## config.mk

```make
export PLATFORM = sky130hd
export DESIGN_NAME = alu_pipe
export DESIGN_NICKNAME = d
export VERILOG_FILES = /design/src/rtl/alu_pipe.sv
export SDC_FILE = /design/constraint.sdc
export NUM_CORES = 1
export LEC_CHECK = 0
export CAP_MARGIN = 20
export CORE_AREA = 5 5 73 75
export DETAILED_ROUTE_END_ITERATION = 6
export DIE_AREA = 0 0 78 80
export PLACE_DENSITY = 0.87
export SLEW_MARGIN = 20
export SYNTH_ARGS = -nofsm -noshare
export SYNTH_HDL_FRONTEND = slang
export SYNTH_SLANG_ARGS = --single-unit
```

## constraint.sdc

```tcl
create_clock -name clock -period 4.35 [get_ports clock]
set_clock_uncertainty 0.05 [all_clocks]
set_input_delay 0.87 -clock clock [delete_from_list [all_inputs] [get_ports clock]]
set_output_delay 0.87 -clock clock [all_outputs]
set_load 0.02 [all_outputs]
```

## src/rtl/alu_pipe.sv

```systemverilog
// Pipelined 8-op ALU with valid/ready handshake on both sides and an iterative restoring divider.
// Results are 2*WIDTH wide and carry zero / divide-by-zero status flags.
module alu_pipe #(
   parameter int unsigned WIDTH = 4
) (
   input  logic                 clock,
   input  logic                 reset,
   input  logic                 in_valid,
   output logic                 in_ready,
   input  logic [WIDTH-1:0]     in1,
   input  logic [WIDTH-1:0]     in2,
   input  logic [2:0]           opcode,
   output logic                 out_valid,
   input  logic                 out_ready,
   output logic [2*WIDTH-1:0]   out,
   output logic                 zero_flag,
   output logic                 dz_flag
);

   localparam int unsigned RW = 2 * WIDTH;
   localparam int unsigned CW = $clog2(WIDTH + 1);

   localparam logic [2:0] OP_ADD  = 3'b000;
   localparam logic [2:0] OP_SUB  = 3'b001;
   localparam logic [2:0] OP_MUL  = 3'b010;
   localparam logic [2:0] OP_DIV  = 3'b011;
   localparam logic [2:0] OP_OR   = 3'b100;
   localparam logic [2:0] OP_AND  = 3'b101;
   localparam logic [2:0] OP_NAND = 3'b110;
   localparam logic [2:0] OP_NOR  = 3'b111;

   typedef enum logic {IDLE = 1'b0, DIV = 1'b1} state_t;

   state_t            state_q, state_d;
   logic [RW-1:0]     out_q, out_d;
   logic              out_valid_q, out_valid_d;
   logic              zero_q, zero_d;
   logic              dz_q, dz_d;
   logic [WIDTH-1:0]  quot_q, quot_d;
   logic [WIDTH-1:0]  rem_q, rem_d;
   logic [WIDTH-1:0]  divisor_q, divisor_d;
   logic [CW-1:0]     cnt_q, cnt_d;

   logic [RW-1:0]     opa_c, opb_c, alu_res_c;
   logic              alu_dz_c, accept_c, start_div_c;
   logic [WIDTH:0]    div_shift_c;
   logic              div_ge_c;
   logic [WIDTH-1:0]  quot_next_c, rem_next_c;

   assign in_ready  = !reset && (state_q == IDLE) && (!out_valid_q || out_ready);
   assign accept_c  = in_valid && in_ready;
   assign out       = out_q;
   assign out_valid = out_valid_q;
   assign zero_flag = zero_q;
   assign dz_flag   = dz_q;

   // Single-cycle datapath; div here only covers the divide-by-zero case.
   always_comb begin
      opa_c     = RW'(in1);
      opb_c     = RW'(in2);
      alu_res_c = '0;
      alu_dz_c  = 1'b0;
      case (opcode)
         OP_ADD:  alu_res_c = opa_c + opb_c;
         OP_SUB:  alu_res_c = opa_c - opb_c;
         OP_MUL:  alu_res_c = opa_c * opb_c;
         OP_DIV:  begin
            alu_res_c = '1;
            alu_dz_c  = 1'b1;
         end
         OP_OR:   alu_res_c = opa_c | opb_c;
         OP_AND:  alu_res_c = opa_c & opb_c;
         OP_NAND: alu_res_c = ~(opa_c & opb_c);
         OP_NOR:  alu_res_c = ~(opa_c | opb_c);
         default: alu_res_c = '0;
      endcase
   end

   // One restoring-division step: shift in the next dividend bit, subtract if it fits.
   always_comb begin
      div_shift_c = {rem_q, quot_q[WIDTH-1]};
      div_ge_c    = div_shift_c >= {1'b0, divisor_q};
      quot_next_c = {quot_q[WIDTH-2:0], div_ge_c};
      rem_next_c  = div_ge_c ? (div_shift_c[WIDTH-1:0] - divisor_q) : div_shift_c[WIDTH-1:0];
   end

   assign start_div_c = accept_c && (opcode == OP_DIV) && (in2 != '0);

   always_comb begin
      state_d     = state_q;
      out_d       = out_q;
      out_valid_d = out_valid_q;
      zero_d      = zero_q;
      dz_d        = dz_q;
      quot_d      = quot_q;
      rem_d       = rem_q;
      divisor_d   = divisor_q;
      cnt_d       = cnt_q;

      if (out_valid_q && out_ready)
         out_valid_d = 1'b0;

      case (state_q)
         IDLE: begin
            if (start_div_c) begin
               state_d   = DIV;
               quot_d    = in1;
               rem_d     = '0;
               divisor_d = in2;
               cnt_d     = '0;
            end else if (accept_c) begin
               out_d       = alu_res_c;
               out_valid_d = 1'b1;
               zero_d      = (alu_res_c == '0);
               dz_d        = alu_dz_c;
            end
         end
         DIV: begin
            quot_d = quot_next_c;
            rem_d  = rem_next_c;
            cnt_d  = cnt_q + CW'(1);
            if (cnt_q == CW'(WIDTH - 1)) begin
               state_d     = IDLE;
               cnt_d       = '0;
               out_d       = RW'(quot_next_c);
               out_valid_d = 1'b1;
               zero_d      = (quot_next_c == '0);
               dz_d        = 1'b0;
            end
         end
         default: state_d = IDLE;
      endcase
   end

   always_ff @(posedge clock) begin
      if (reset) begin
         state_q     <= IDLE;
         out_q       <= '0;
         out_valid_q <= 1'b0;
         zero_q      <= 1'b0;
         dz_q        <= 1'b0;
         quot_q      <= '0;
         rem_q       <= '0;
         divisor_q   <= '0;
         cnt_q       <= '0;
      end else begin
         state_q     <= state_d;
         out_q       <= out_d;
         out_valid_q <= out_valid_d;
         zero_q      <= zero_d;
         dz_q        <= dz_d;
         quot_q      <= quot_d;
         rem_q       <= rem_d;
         divisor_q   <= divisor_d;
         cnt_q       <= cnt_d;
      end
   end

endmodule

```

==> qor.csv <==
stage;metric;value;unit
yosys;synth.area.top_cells;dfxtp_1, ha_1, fa_1;
yosys;synth-xor-area-share;0.0109;
clock_network;cts.reportedPaths.clkPinSlew;0.10;ns
sta;drv_slew;0;
clock_network;ctsHoldBuffers;0;
layout;n_antenna_cell;0;
clock_network;post_cts_resized;0;
route;dr.pass1.iters;4;
worst_setup_path;r2r_start;state_q;
job;cap_violations;0;
clock_network;cts_buffers;3;
layout;area_growth;18.1;%
route;num_vias;2250;
sta;min_period;4.17;ns
worst_setup_path;crit_type;primary input to flop;
worst_setup_path;worstSetupEndpointType;flop;
layout;nets;386;
sta;hold_ws;0.409;ns
status;status;complete, no violations;
power;ir_drop;177;uV
worst_setup_path;arrival;4.35;ns
power;power.leakage;1.16;nW
placed_design;portBuffers;26;
global_route;grt_overflow_total;0;
yosys;synth_edf_count;0;
worst_setup_path;cp-endpoint;zero_flag;
sta;setup_ws;0.179;ns
sta;hold_violations;0;
yosys;yosysWarnings;0;
worst_setup_path;worstReg2RegEnd;zero_flag;
clock_network;clock_sinks;27;
global_route;grt_pass1_vias;2196;
layout;fillerInstances;375;
power;power_density;215;nW/um^2
floorplan;core;4600;um^2
placed_design;place_congestion;0.948;
route;drt-total-wl;5.75;mm
route;ant_nets;0;
yosys;synth_seq_area_share;0.223;
sta;rsz0062_at_grt;false;
route;vias_per_cell;5.80;
worst_setup_path;rr_worst_depth;6;
yosys;yosys.area_share.simple;0.254;
yosys;synth_area;2420;um^2
floorplan;floorplan.rows;25;
yosys;ys_ff_latch;27;
global_route;track_usage;0.192;
sta;worst_pin_slew;0.770;ns
route;drt-initial-drc-count;117;
sta;timing.slew.headroom;0.486;
yosys;async_flop_share;0;
yosys;synth_flop_cell;dfxtp_1;
worst_setup_path;crit_fanout;2;
floorplan;dieArea;6240;um^2
power;power.total;0.000616;W
yosys;yosysTopAreaCell;dfxtp_1;
floorplan;ios;27;
min_path;min_path_type;flop to flop;
route;wl_per_cell;14.8;um
route;drc;0;
yosys;yosys.cell_count.top_type;nor2_1;
yosys;synthCells;302;
clock_network;cts_setup_buffers;0;
worst_setup_path;required;4.53;ns
placed_design;place_hpwl;4.50;mm
yosys;synth_top_cells_by_count;nor2_1, ha_1, dfxtp_1;
yosys;synthAdderAreaFrac;0.208;
clock_network;cts_root_buf;clkbuf_8;
worst_setup_path;cp-start-kind;primary input;
yosys;muxShareOfSynthArea;0.0424;
sta;timing.setup.tns;0;ns
global_route;grt_pass1_wl;9.96;mm
yosys;yosys.area.top_type_share;0.223;
floorplan;die_h;80;um
sta;fmax;240;MHz
yosys;synth_top_family_by_area;simple AND/OR/NAND/NOR gates;
sta;timing.final.crit_share;0.959;
placed_design;place_area;2800;um^2
clock_network;cts_tree;yes;
yosys;synth_cell_types;52;
worst_setup_path;rrSetupSlack;2.01;ns
sta;setup_viol_count_final;0;
layout;drive_gt1_frac;0.0808;
placed_design;pre_cts_slack;-0.0580;ns
yosys;syn_nets;353;
floorplan;die_w;78;um
global_route;antenna_found_initial;0;
yosys;syn_avg_cell_area;8.01;um^2
layout;stdcell_area;2860;um^2
floorplan;initial_core_util;0.526;
clock_network;insertion_delay;0.28;ns
global_route;grt_start_max_net_pins;28;
worst_setup_path;startpoint;in1[0];
yosys;synth_compound_area_frac;0.200;
clock_network;clk_path_buf_depth;2;
clock_network;htreeDepth;1;
## final cells by class
type	count	area (um^2)	area share
Sequential cell	27	541	0.189
Timing Repair Buffer	41	373	0.130
Clock buffer	3	41.3	0.0144
Multi-Input combinational cell	238	1740	0.608
Inverter	24	90.1	0.0315
Clock inverter	1	7.51	0.00263
Tap cell	54	67.6	0.0236
## worst min-delay path by stage
stage | end | depth (start not counted) | startpoint | slack, ns
2_1_floorplan | divisor_q[1] | 2 | divisor_q[1] | 0.39
3_3_place_gp | out[4] | 2 | out[4] | 0.39
3_5_place_dp | out[4] | 2 | out[4] | 0.40
4_1_cts | out[4] | 2 | out[4] | 0.41
5_1_grt | divisor_q[1] | 2 | divisor_q[1] | 0.44
6_report | out[4] | 2 | out[4] | 0.41
## through the flow
| step | util | cells |
|---|---|---|
| 2_1_floorplan | - | 302 |
| 3_3_place_gp | 0.610 | 384 |
| 4_1_cts | 0.620 | 388 |
| 3_5_place_dp | 0.610 | 384 |
| 6_report | 0.621 | 388 |
| 5_1_grt | 0.621 | 388 |
## flip-flops by register name, indices dropped and copies added (netlist names)
name	flops
dz_flag	1
out	8
quot_q	4
divisor_q	4
cnt_q	3
rem_q	4
state_q	1
zero_flag	1
out_valid	1
## cell usage in the layout (no fill, tap or decap), types with 3 or more instances in the layout
cell	synthesis	final
fa_1	7	7
buf_4	0	15
o211ai_1	3	3
ha_1	29	29
nand3_1	3	3
a211oi_1	5	5
clkbuf_8	0	3
o21ai_0	13	13
o21bai_1	3	3
nand4b_1	3	3
nor3b_1	6	6
a22oi_1	6	6
dfxtp_1	27	27
nand2b_1	7	7
and2_1	4	4
nand3b_1	6	6
nor3_1	4	4
clkdlybuf4s50_1	0	26
mux2i_1	8	8
nor2_1	34	34
inv_1	24	24
a21oi_1	26	26
nand2_1	26	26
or3_1	3	3
nor2b_1	4	4
## routing by layer
| layer | routed length, um | track usage |
|---|---|---|
| met1 | 2520 | 0.242 |
| met5 | 0 | 0 |
| met2 | 2880 | 0.338 |
| met3 | 277 | 0.0293 |
| met4 | 74 | 0.0507 |
## kinds of logic after synthesis
| kind of cell | after synthesis |
|---|---|
| adder cells (fa/ha/maj) | 36 |
| XOR/XNOR | 3 |
| AO/OA/AOI/OAI | 75 |
| buffers and inverters | 37 |
| AND/OR/NAND/NOR | 114 |
| flip-flops | 27 |
| multiplexers | 10 |
## power by group
part | leakage (nW) | switching, W | internal (W)
combinational | 0.915 | 0.000115 | 0.0000950
clock | 0.0217 | 0.0000806 | 0.0000650
sequential | 0.219 | 0.00000533 | 0.000255
total | 1.16 | 0.000201 | 0.000415
## worst max-delay path, stage by stage
cell and delay [ns]:
clkdlybuf4s50_1 0.50, nand2_1 0.12, fa_1 0.54, inv_1 0.06
fa_1 0.50, ha_1 0.31, a211oi_1 0.31, o21bai_1 0.14
mux2i_1 0.14, or3_1 0.39, nor4_2 0.29, a31o_1 0.17
Note: power is estimated with default switching activity, not from simulation.
